**config.mk**
```make
export PLATFORM = sky130hd
export DESIGN_NAME = proc_fetch_unit
export DESIGN_NICKNAME = d
export VERILOG_FILES = /design/src/rtl/proc_fetch_pkg.sv /design/src/rtl/proc_fetch_slot_buf.sv /design/src/rtl/proc_fetch_unit.sv
export SDC_FILE = /design/constraint.sdc
export NUM_CORES = 1
export LEC_CHECK = 0
export CAP_MARGIN = 25
export CORE_ASPECT_RATIO = 1.2
export CORE_MARGIN = 3
export CORE_UTILIZATION = 28
export DETAILED_ROUTE_END_ITERATION = 10
export GPL_TIMING_DRIVEN = 0
export PLACE_DENSITY = 0.45
export SETUP_SLACK_MARGIN = 0.1
export SLEW_MARGIN = 10
export SYNTH_ARGS = -nofsm -noshare
export SYNTH_HDL_FRONTEND = slang
export SYNTH_HIERARCHICAL = 1
export SYNTH_SLANG_ARGS = --single-unit
```
**constraint.sdc**
```tcl
create_clock -name clk -period 6.1 [get_ports clk]
set_clock_uncertainty 0.05 [all_clocks]
set_input_delay 1.22 -clock clk [delete_from_list [all_inputs] [get_ports clk]]
set_output_delay 1.22 -clock clk [all_outputs]
set_load 0.03 [all_outputs]
```
**src/rtl/proc_fetch_pkg.sv**
```systemverilog
// Shared TinyRV1 fetch-stage definitions: reset PC, FSM state encodings,
// the slot record kept for every in-flight or buffered fetch, and a PC helper.
package proc_fetch_pkg;

  localparam logic [31:0] RESET_ADDR = 32'h0000_0200;

  typedef logic [1:0] fetch_state_t;

  localparam fetch_state_t BOOT  = 2'd0;
  localparam fetch_state_t RUN   = 2'd1;
  localparam fetch_state_t FLUSH = 2'd2;

  typedef struct packed {
    logic [31:0] pc;
    logic [31:0] inst;
    logic        filled;
  } fetch_slot_t;

  function automatic logic [31:0] next_pc(input logic [31:0] pc);
    return pc + 32'd4;
  endfunction

endpackage

```
**src/rtl/proc_fetch_slot_buf.sv**
```systemverilog
// In-order slot buffer for the fetch stage: slots are allocated at request time,
// filled by responses in request order, and popped from the head by stage D.
module proc_fetch_slot_buf
  import proc_fetch_pkg::*;
#(
  parameter int p_slots = 4
)(
  input  logic                      clk,
  input  logic                      rst,
  input  logic                      flush,
  input  logic                      alloc,
  input  logic [31:0]               alloc_pc,
  input  logic                      fill,
  input  logic [31:0]               fill_inst,
  input  logic                      pop,
  output fetch_slot_t               head_slot,
  output logic                      head_valid,
  output logic [$clog2(p_slots):0]  count
);

  localparam int PW = $clog2(p_slots);
  localparam int CW = PW + 1;

  fetch_slot_t   slots [p_slots];
  logic [PW-1:0] head_ptr;
  logic [PW-1:0] tail_ptr;
  logic [PW-1:0] fill_ptr;
  logic [CW-1:0] count_q;

  // fill_ptr always trails tail_ptr, so a fill never lands on the slot being allocated
  always_ff @(posedge clk) begin
    if (rst || flush) begin
      head_ptr <= '0;
      tail_ptr <= '0;
      fill_ptr <= '0;
      count_q  <= '0;
      for (int i = 0; i < p_slots; i++) begin
        slots[i] <= '0;
      end
    end else begin
      if (alloc) begin
        slots[tail_ptr] <= '{pc: alloc_pc, inst: 32'h0, filled: 1'b0};
        tail_ptr        <= tail_ptr + PW'(1);
      end
      if (fill) begin
        slots[fill_ptr].inst   <= fill_inst;
        slots[fill_ptr].filled <= 1'b1;
        fill_ptr               <= fill_ptr + PW'(1);
      end
      if (pop) begin
        head_ptr <= head_ptr + PW'(1);
      end
      count_q <= count_q + CW'(alloc) - CW'(pop);
    end
  end

  assign head_slot  = slots[head_ptr];
  assign head_valid = (count_q != '0) && slots[head_ptr].filled;
  assign count      = count_q;

endmodule

```
**src/rtl/proc_fetch_unit.sv**
```systemverilog
// TinyRV1 stage-F front end: PC, imem request/response tracking, redirect flush.
// Define PROC_FETCH_PERF_EN to build the fetch/drop performance counters.
module proc_fetch_unit
  import proc_fetch_pkg::*;
#(
  parameter logic [31:0] p_reset_addr = RESET_ADDR,
  parameter int          p_slots      = 4
)(
  input  logic        clk,
  input  logic        rst,
  input  logic        redirect_val,
  input  logic [31:0] redirect_target,
  output logic        imemreq_val,
  input  logic        imemreq_rdy,
  output logic [31:0] imemreq_addr,
  input  logic        imemresp_val,
  input  logic [31:0] imemresp_data,
  output logic        inst_val_D,
  input  logic        inst_rdy_D,
  output logic [31:0] inst_D,
  output logic [31:0] pc_D,
  output logic [31:0] perf_fetch_cnt,
  output logic [31:0] perf_drop_cnt
);

  localparam int CW = $clog2(p_slots) + 1;
  // stale responses from several back-to-back redirects can exceed one buffer's worth
  localparam int DW = CW + 2;

  fetch_state_t  state;
  fetch_state_t  state_next;
  logic [31:0]   pc;
  logic [DW-1:0] inflight;
  logic [DW-1:0] drop_cnt;
  logic [DW-1:0] outstanding;
  logic [DW-1:0] inflight_next;
  logic [DW-1:0] drop_next;

  logic          issue_ok;
  logic          issue_fire;
  logic          resp_fill;
  logic          resp_drop;
  logic          pop;
  logic          head_valid;
  fetch_slot_t   head_slot;
  logic [CW-1:0] count;

  always_comb begin
    issue_ok   = (state != BOOT) && (count < CW'(p_slots)) && !redirect_val;
    issue_fire = issue_ok && imemreq_rdy;
    resp_fill  = imemresp_val && (drop_cnt == '0) && !redirect_val;
    resp_drop  = imemresp_val && (drop_cnt != '0) && !redirect_val;
    inst_val_D = head_valid && !redirect_val;
    pop        = inst_val_D && inst_rdy_D;
  end

  // A redirect turns every outstanding response (older stale ones included) into
  // a drop, except one arriving this very cycle, which the flush swallows.
  always_comb begin
    outstanding   = drop_cnt + inflight;
    drop_next     = drop_cnt;
    inflight_next = inflight;
    if (redirect_val) begin
      drop_next     = outstanding - DW'(imemresp_val);
      inflight_next = '0;
    end else begin
      if (resp_drop) begin
        drop_next = drop_cnt - DW'(1);
      end
      inflight_next = inflight + DW'(issue_fire) - DW'(resp_fill);
    end
  end

  always_comb begin
    state_next = state;
    case (state)
      BOOT:       state_next = RUN;
      RUN, FLUSH: state_next = (drop_next != '0) ? FLUSH : RUN;
      default:    state_next = BOOT;
    endcase
  end

  always_ff @(posedge clk) begin
    if (rst) begin
      state    <= BOOT;
      pc       <= p_reset_addr;
      inflight <= '0;
      drop_cnt <= '0;
    end else begin
      state    <= state_next;
      inflight <= inflight_next;
      drop_cnt <= drop_next;
      if (redirect_val) begin
        pc <= redirect_target;
      end else if (issue_fire) begin
        pc <= next_pc(pc);
      end
    end
  end

  proc_fetch_slot_buf #(
    .p_slots (p_slots)
  ) u_slot_buf (
    .clk        (clk),
    .rst        (rst),
    .flush      (redirect_val),
    .alloc      (issue_fire),
    .alloc_pc   (pc),
    .fill       (resp_fill),
    .fill_inst  (imemresp_data),
    .pop        (pop),
    .head_slot  (head_slot),
    .head_valid (head_valid),
    .count      (count)
  );

  assign imemreq_val  = issue_ok;
  assign imemreq_addr = issue_ok   ? pc             : 32'h0;
  assign inst_D       = inst_val_D ? head_slot.inst : 32'h0;
  assign pc_D         = inst_val_D ? head_slot.pc   : 32'h0;

`ifdef PROC_FETCH_PERF_EN
  logic [31:0] fetch_cnt_q;
  logic [31:0] drop_cnt_q;

  always_ff @(posedge clk) begin
    if (rst) begin
      fetch_cnt_q <= '0;
      drop_cnt_q  <= '0;
    end else begin
      if (pop) begin
        fetch_cnt_q <= fetch_cnt_q + 32'd1;
      end
      if (resp_drop) begin
        drop_cnt_q <= drop_cnt_q + 32'd1;
      end
    end
  end

  assign perf_fetch_cnt = fetch_cnt_q;
  assign perf_drop_cnt  = drop_cnt_q;
`else
  assign perf_fetch_cnt = 32'h0;
  assign perf_drop_cnt  = 32'h0;
`endif

endmodule

```
=== After elaboration in Yosys (flattened, before gate mapping) ===
Memories as Yosys holds them, arrays and structs flattened. A register that Yosys moved wholly into a read port is not among the register bits.
Cells that the tools add are included.
W data, S select, Z words.

* Add/sub/neg operators: 11
* $lt $le $gt $ge: 1
* Eq/ne operators: 2
* Multiplexer cells: 25
* Reductions and logical operators: 23

{| class="wikitable"
|+ Operator list
! cell !! count
|-
| $mux W32 || 5
|-
| $mux W65 || 2
|-
| $reduce_or A65 Y1 || 2
|-
| $add A32 B3 Y32 const B || 1
|-
| $mux W2 || 6
|-
| $logic_and A1 B1 Y1 || 10
|-
| $mux W5 || 2
|-
| $reduce_bool A5 Y1 || 2
|-
| $sub A5 B1 Y5 || 2
|-
| $mux W1 || 9
|-
| $add A2 B1 Y2 const B || 3
|-
| $add A5 B1 Y5 || 1
|-
| $add A5 B5 Y5 || 1
|-
| $logic_not A5 Y1 || 1
|-
| $sub A5 B1 Y5 const B || 1
|-
| $pmux W2 S2 || 1
|-
| $reduce_bool A2 Y1 || 2
|-
| $reduce_or A2 Y1 || 2
|-
| $add A3 B1 Y3 || 1
|-
| $lt A3 B3 Y1 const B || 1
|-
| $reduce_bool A3 Y1 || 1
|-
| $sub A3 B1 Y3 || 1
|-
| $eq A2 B1 Y1 const B || 1
|-
| $eq A2 B2 Y1 const B || 1
|-
| 3 further kinds || 3
|}

* Flip-flop bits (word level): 53
* RAM bits: 260
* Input port bits: 70
* Output and inout bits: 162
* Memories kept: 1

{| class="wikitable"
|+ Memory list
! name !! words !! bits a word !! rd ports !! clocked after memory_dff !! wr ports !! line !! source
|-
| u_slot_buf.slots || 4 || 65 || 1 || 1 || 4 || proc_fetch_slot_buf.sv:24 || <nowiki>fetch_slot_t slots [p_slots];</nowiki>
|}

=== Depth between registers and ports, before layout ===
Gate-level depths: netlist (run 1).

* Depth in word-level cells: 9
* Gate-level depth with buffers: 15

=== Cells and area by module ===
Netlist (run 1), hierarchy kept.

{| class="wikitable"
|+ Modules (own cells, without submodules)
! module !! times used !! cells an instance !! area an instance (um^2)
|-
| proc_fetch_slot_buf || 1 || 698 || 11697.5
|-
| proc_fetch_unit || 1 || 503 || 3936.3
|}

=== Worst setup path after synthesis (run 1) ===
Ideal clock, no wire load.

* Path type: input to register
* Start: input port redirect_val
* End: memory u_slot_buf/slots[0][10] (netlist name) (enable)
* Data arrival time: 5.369 ns
* Path slack: 0.306 ns
* Stages: 9
* Buffers on the path: 3
* Cells stage by stage: buf_2 nor3_4 nand2_2 inv_2 buf_6 clkbuf_2 nand2b_1 o21ai_0 or2_2

{| class="wikitable"
|+ RTL lines
! element !! line !! source
|-
| start: declaration || proc_fetch_unit.sv:11 || <nowiki>input logic redirect_val,</nowiki>
|-
| end: declaration || proc_fetch_slot_buf.sv:24 ||
|}

=== Worst setup path after layout (run 1) ===
* Start: input port redirect_val
* End: output port pc_D[18]

* Longest elaborated chain between the ends: 3

{| class="wikitable"
|+ Ends and longest elaborated chain
! element !! line !! source
|-
| $logic_not A1 Y1 || proc_fetch_unit.sv:53 || <nowiki>inst_val_D = head_valid && !redirect_val;</nowiki>
|-
| $logic_and A1 B1 Y1 || proc_fetch_unit.sv:53 ||
|-
| $mux W32 || proc_fetch_unit.sv:120 || <nowiki>assign pc_D = inst_val_D ? head_slot.pc : 32'h0;</nowiki>
|-
| end: declaration || proc_fetch_unit.sv:21 || <nowiki>output logic [31:0] pc_D,</nowiki>
|}

Every way passes these cells.

==> run summary, run 1 <==
CP delay by family, top: buffers and inverters
CTS sink cnt: 315
Mux cell area share after synthesis: 9.75%
Post-Synth Simple-Gate Area: 19.9%
Hold buffer count at CTS: 0
Peak Freq: 180 MHz
Period minus WS final: 5.55 ns
Yosys warnings: 6
Final core utilization: 36.1%
Seq/Total Area, Yosys: 56.7%
Max_slew headroom: 32.6%
Initial cell density of the core: 28.4%
WL/cell: 20.1 um
DR DRC count: 0
Routing usage on met1: 18.5%
Sw Pwr: 1.43 mW
Syn_area_per_cell: 13.0 sq um
Unrepaired setup endpoints after global routing: false
Vias in the first global route: 10,400
Routed WL: 44,800 um
Finish-stage setup viols: 0
Routed vias: 9,884
Largest family of logic cells by synthesized area: simple AND/OR/NAND/NOR gates
Most frequent CP cell: clkdlybuf4s50_1
Max-cap viol count: 0
H-tree lvl count: 2
CTS tree: yes
Post-CTS resize count: 0
CP Max Fanout: 10
Fin crit share: 91.1%
Post-layout power: 5.49 mW
Worst setup SP type: primary input
Deepest clock path buffer count: 3
Cells after synthesis: 1,201
Post-Syn Area: 15,600 sq um
Port Buf Inserts: 167
FFs w/ async S/R, synth: 0%
Clock share of power: 39.4%
Clock root cell: clkbuf_16
Drt first pass iters: 5
CP required: 4.83 ns
Reg power frac: 46.2%
Cell Chain, Critical Path: clkdlybuf4s50_1 > buf_2 > nor2b_1 > buf_1 > clkbuf_1 > and2_1 > clkdlybuf4s50_1
Compound-Gate Fraction of Synth Area: 3.15%
Worst-Skew Late Latency: 0.55 ns
Share of cells above drive strength 1: 16.8%
Filler cells: 5,471
Post-route ant nets: 0
Slew Limit Fails: 0
Inserted Clock Buffers: 38
Comb pwr share: 14.3%
Sw Ratio: 26.1%
Via-per-instance ratio: 4.43
Die Y: 265 um
Max IR drop VDD: 153 uV
Total gr overflow: 0
Num ports: 232
Postcts setup bufs: 0
Max incr delay on CP: 0.71 ns
M2 GR Usage: 27.7%
Core ar.: 55,000 sq um
Post-synth EDFFs: 256
Slowest-stage cell, CP: clkdlybuf4s50_1
Routability cong.: 0.789
Starting DRT DRC Count: 462
First-pass GRT wire length: 67,100 um
Most used DFF post-synth: edfxtp_1
Initial antenna violation count: 0
Post-synthesis xor/xnor area fraction: 2.10%
Final Hold Fails: 0
HP Class: register to register
Final #Nets: 1,577
CP Buf/Inv Count: 5
Status: finished clean
Power per cell area: 276 nW/um^2
Post-DP HPWL: 31,400 um
Total die area: 58,700 sq um
Seq cells post-synth: 315
Pleak: 7.75 nW
Number of cell rows: 94
Worst endpoint data arrival time: 4.28 ns
Netlist cell types: 65
Gr busiest metal: met2
Internal power: 4.05 mW
Met3 Usage GRT: 2.40%
Die width: 222 um
Clock transition at path regs: 0.06 ns
Area growth, synth to finish: 27.2%
Crit Path Class: primary input to output port
Tightest Pin Transition: 1.01 ns
Synth Area in Adders: 2.22%
Critical Path End Type: output port
Total track usage: 15.1%
Largest net degree at the start of global routing: 33
[final cells by class]
class | instances | area [sq um] | area share (%)
Sequential cell | 315 | 8870 | 44.6
Multi-Input combinational cell | 774 | 6080 | 30.6
Timing Repair Buffer | 177 | 1900 | 9.57
Clock buffer | 44 | 995 | 5.00
Tap cell | 720 | 901 | 4.53
Buffer | 138 | 825 | 4.15
Clock inverter | 25 | 173 | 0.869
Inverter | 37 | 139 | 0.699
Antenna cell | 1 | 2.50 | 0.0126
[cell usage in the layout, fill, tap and decap left out, types with 30 or more instances in the layout]
cell,Yosys,layout
mux4_2,65,65
buf_4,71,71
and2_1,325,325
inv_1,35,34
clkbuf_16,0,39
xnor2_1,30,30
dfxtp_1,59,59
and3_1,43,43
clkdlybuf4s50_1,0,167
conb_1,1,64
nor2_1,38,38
edfxtp_1,256,256
clkbuf_1,39,44
[worst min-delay path: cells and delay by family (launching register included)]
family	cells	cell delay (ns)
AO/OA/AOI/OAI	1	0.05
flip-flops	1	0.31
AND/OR/NAND/NOR	1	0.05
[cells in the mapped netlist, drive strengths merged, types with 2 or more instances]
library cell	n	area share, %
a21o	3	0.14
dfxtp	59	7.6
nor2b	3	0.12
inv	37	0.89
a211oi	14	0.67
o31a	2	0.11
and3	43	1.7
buf	93	4.1
and4	4	0.24
mux2i	6	0.38
ha	23	1.8
or2	3	0.14
o211a	2	0.13
nand4	10	0.58
a211o	2	0.11
a311oi	4	0.22
mux4	65	9.4
nand3	12	0.42
nand2	25	0.65
o21a	2	0.096
nor3	17	0.79
xnor2	30	1.7
nand2b	3	0.12
edfxtp	256	49
clkbuf	45	1.1
fa	3	0.38
xor2	5	0.28
or3	6	0.27
o21bai	4	0.19
nor2	39	0.95
nor4	8	0.48
and2	326	13
a21oi	18	0.58
nor4b	3	0.21
o21ai	14	0.45
[cells by family (layout without fill, tap and decap cells)]
kind of cell / after synthesis / count (layout)
compound gates: 73 / 73
xor+xnor: 36 / 36
fa+ha+maj: 26 / 26
buf+inv: 175 / 421
flops: 315 / 315
mux: 71 / 71
other cells: 1 / 65
simple gates: 504 / 504
[sequential cells by signal, summed over array words and instances, names as in the netlist, named ones only]
name and flops:
inflight 5, u_slot_buf/count 3, drop_cnt 5, u_slot_buf/head_ptr 2, u_slot_buf/slots 260, state 2, u_slot_buf/fill_ptr 2, u_slot_buf/tail_ptr 2
pc 32
[per-layer routing]
layer  share of wire (%)  vias to the layer above  wire length [um]
met5                   0                        -                 0
met4                 1.7                        0               779
met3                 3.7                       46              1660
met2                  52                      227             23400
met1                  42                     4895             18900
li1                    -                     4716                 -
[power by group through the flow]
stage	Sequential [mW]	Clock, mW	Combinational [mW]
detailed placement	2.58	0	0.790
CTS	2.54	2.24	0.796
global placement	2.59	0	0.767
floorplan	2.55	0	0.528
global route	2.55	2.32	0.865
finish	2.54	2.16	0.787
[final timing paths]
kind	depth (start not counted)	end	start	slack (ns)
worst max-delay path	7	pc_D[18]	redirect_val	0.55
worst min-delay path	2	u_slot_buf/slots[2][0]	u_slot_buf/slots[2][0]	0.40
worst min register to register	2	u_slot_buf/slots[2][0]	u_slot_buf/slots[2][0]	0.40
worst max register to register	11	u_slot_buf/slots[1][29]	state[0]	2.13
[stage by stage]
stage / instance area [sq um] / hold slack [ns] / setup slack [ns] / setup TNS, ns / cells
after floorplan: 15900 / 0.371 / 0.306 / 0 / 1264
after global placement: 18400 / 0.388 / -3.77 / -484.42 / 2151
after detailed placement: 18700 / 0.399 / 0.336 / 0 / 2161
after CTS: 19900 / 0.406 / 0.327 / 0 / 2230
after global routing: 19900 / 0.436 / 0.256 / 0 / 2230
final: 19900 / 0.404 / 0.545 / 0 / 2231
Power figures use the tool's default switching activity.
==> inputs of run 2 (changes only) <==
Settings changed: CORE_UTILIZATION 28 to 50, PLACE_DENSITY 0.45 to 0.74.
==> run summary, run 2 (synthesis gave the netlist of run 1 again) <==
HP Class: register to register
Hold buffer count at CTS: 0
Inserted Clock Buffers: 31
Max_slew headroom: 38.8%
Comb pwr share: 15.0%
Postcts setup bufs: 0
Max IR drop VDD: 197 uV
WL/cell: 19.2 um
Tightest Pin Transition: 0.918 ns
Slew Limit Fails: 0
Final core utilization: 62.6%
Final instance area: 19,200 sq um
Initial cell density of the core: 51.0%
Crit Path Class: primary input to output port
Placed cell count: 1,832
Critical Path End Type: output port
Filler cells: 2,381
Post-route ant nets: 0
Most common library cell in the layout ignoring fill and taps: and2_1
Clock share of power: 35.8%
Die width: 167 um
Period minus WS final: 5.46 ns
Cell Chain, Critical Path: clkdlybuf4s50_1 > buf_2 > nor2b_1 > buf_1 > clkbuf_1 > and2_1 > clkdlybuf4s50_1
Regs by FF count: u_slot_buf/slots x260, pc x32
DR DRC count: 0
Most frequent CP cell: clkdlybuf4s50_1
Num ports: 232
Worst-Skew Late Latency: 0.54 ns
Via-per-instance ratio: 5.26
Max reg flops: 260
Worst setup SP type: primary input
Area growth, synth to finish: 22.7%
Unrepaired setup endpoints after global routing: false
Deepest clock path buffer count: 3
Clock transition at path regs: 0.06 ns
Sw Ratio: 25.0%
Post-DP HPWL: 25,400 um
Routed vias: 9,950
Routability cong.: 0.854
HP Start: u_slot_buf/slots[3][0]
Total die area: 33,400 sq um
Routed WL: 36,300 um
Pleak: 7.60 nW
CP Max Fanout: 10
RR Startpoint: state[0]
Internal power: 3.86 mW
Clock root cell: clkbuf_16
Commonest non-fill, non-tap cells in the layout: 325 x and2_1, 256 x edfxtp_1, 167 x clkdlybuf4s50_1
Worst endpoint data arrival time: 4.19 ns
Largest net degree at the start of global routing: 33
Fin crit share: 89.5%
Max-cap viol count: 0
Peak Freq: 183 MHz
Die Y: 200 um
Port Buf Inserts: 167
CP required: 4.83 ns
Max incr delay on CP: 0.70 ns
CTS sink cnt: 315
Power per cell area: 269 nW/um^2
Total track usage: 21.2%
Sw Pwr: 1.29 mW
Reg power frac: 49.2%
Finish-stage setup viols: 0
Reg with most FFs: u_slot_buf/slots
Post-layout power: 5.15 mW
Number of cell rows: 70
Initial antenna violation count: 2
H-tree lvl count: 1
CP startpoint: redirect_val
Slowest-stage cell, CP: clkdlybuf4s50_1
Share of cells above drive strength 1: 15.9%
Starting DRT DRC Count: 699
Vias in the first global route: 10,300
Post-CTS resize count: 0
Final Hold Fails: 0
First-pass GRT wire length: 55,700 um
Layout Cells excl Fill: 1,891
Status: finished clean
Final #Nets: 1,566
CTS tree: yes
Placed instance area: 18,200 sq um
Drt first pass iters: 4
Total gr overflow: 0
Core ar.: 30,700 sq um
run 2: changes by cell type in the layout (fill, tap and decap cells not counted), sizes merged:
| cell | previous run | this run |
|---|---|---|
| buf | 103 | 99 |
| clkbuf | 89 | 92 |
| clkinv | 21 | 7 |
| inv | 38 | 37 |
run 2: area by class of cell:
| cell class | instances | area (sq um) | area share, % |
|---|---|---|---|
| repair buffers | 173 | 1800 | 9.38 |
| clock buffers | 47 | 876 | 4.57 |
| flip-flops and latches | 315 | 8870 | 46.2 |
| diodes | 1 | 2.50 | 0.0130 |
| well taps | 396 | 495 | 2.58 |
| clock inverters | 10 | 98.8 | 0.515 |
| multi-input cells | 774 | 6080 | 31.7 |
| plain buffers | 138 | 825 | 4.30 |
| inverters | 37 | 139 | 0.724 |
run 2: metrics by stage:
stage | TNS [ns] | worst slack (ns) | hold WS [ns]
finish | 0 | 0.642 | 0.400
global route | 0 | 0.487 | 0.421
CTS | 0 | 0.549 | 0.402
detailed placement | 0 | 0.566 | 0.388
global placement | -392.02 | -3.10 | 0.388
floorplan | 0 | 0.306 | 0.371
run 2: worst paths after layout:
path,endpoint,slack (ns),cells after the start
min,u_slot_buf/slots[3][0],0.40,1
max reg2reg,u_slot_buf/slots[1][15],2.10,10
max,pc_D[20],0.64,7
min reg2reg,u_slot_buf/slots[3][0],0.40,1
run 2: metal layers:
layer | track usage (%) | wire length, um | vias up
li1 | - | - | 4693
met1 | 26.1 | 14300 | 4859
met2 | 39.6 | 19300 | 326
met3 | 2.39 | 1890 | 70
met4 | 6.34 | 877 | 2
met5 | 0 | 12 | -
run 2: critical path, delay by kind of cell:
family	cells	cell delay, ns
buf+inv	5	2.43
simple gates	2	0.53
run 2: power by group through the flow:
stage,logic [mW],clock network (mW),registers (mW)
2_1_floorplan,0.528,0,2.55
3_3_place_gp,0.746,0,2.58
3_5_place_dp,0.768,0,2.58
4_1_cts,0.773,1.87,2.54
5_1_grt,0.841,1.95,2.55
6_report,0.772,1.84,2.54
==> inputs of run 3 (changes only) <==
Settings changed: CTS_CLUSTER_SIZE set to 28.
==> results of run 3 <==
Same layout as run 2: the final DEF is identical, and so are final timing and power.
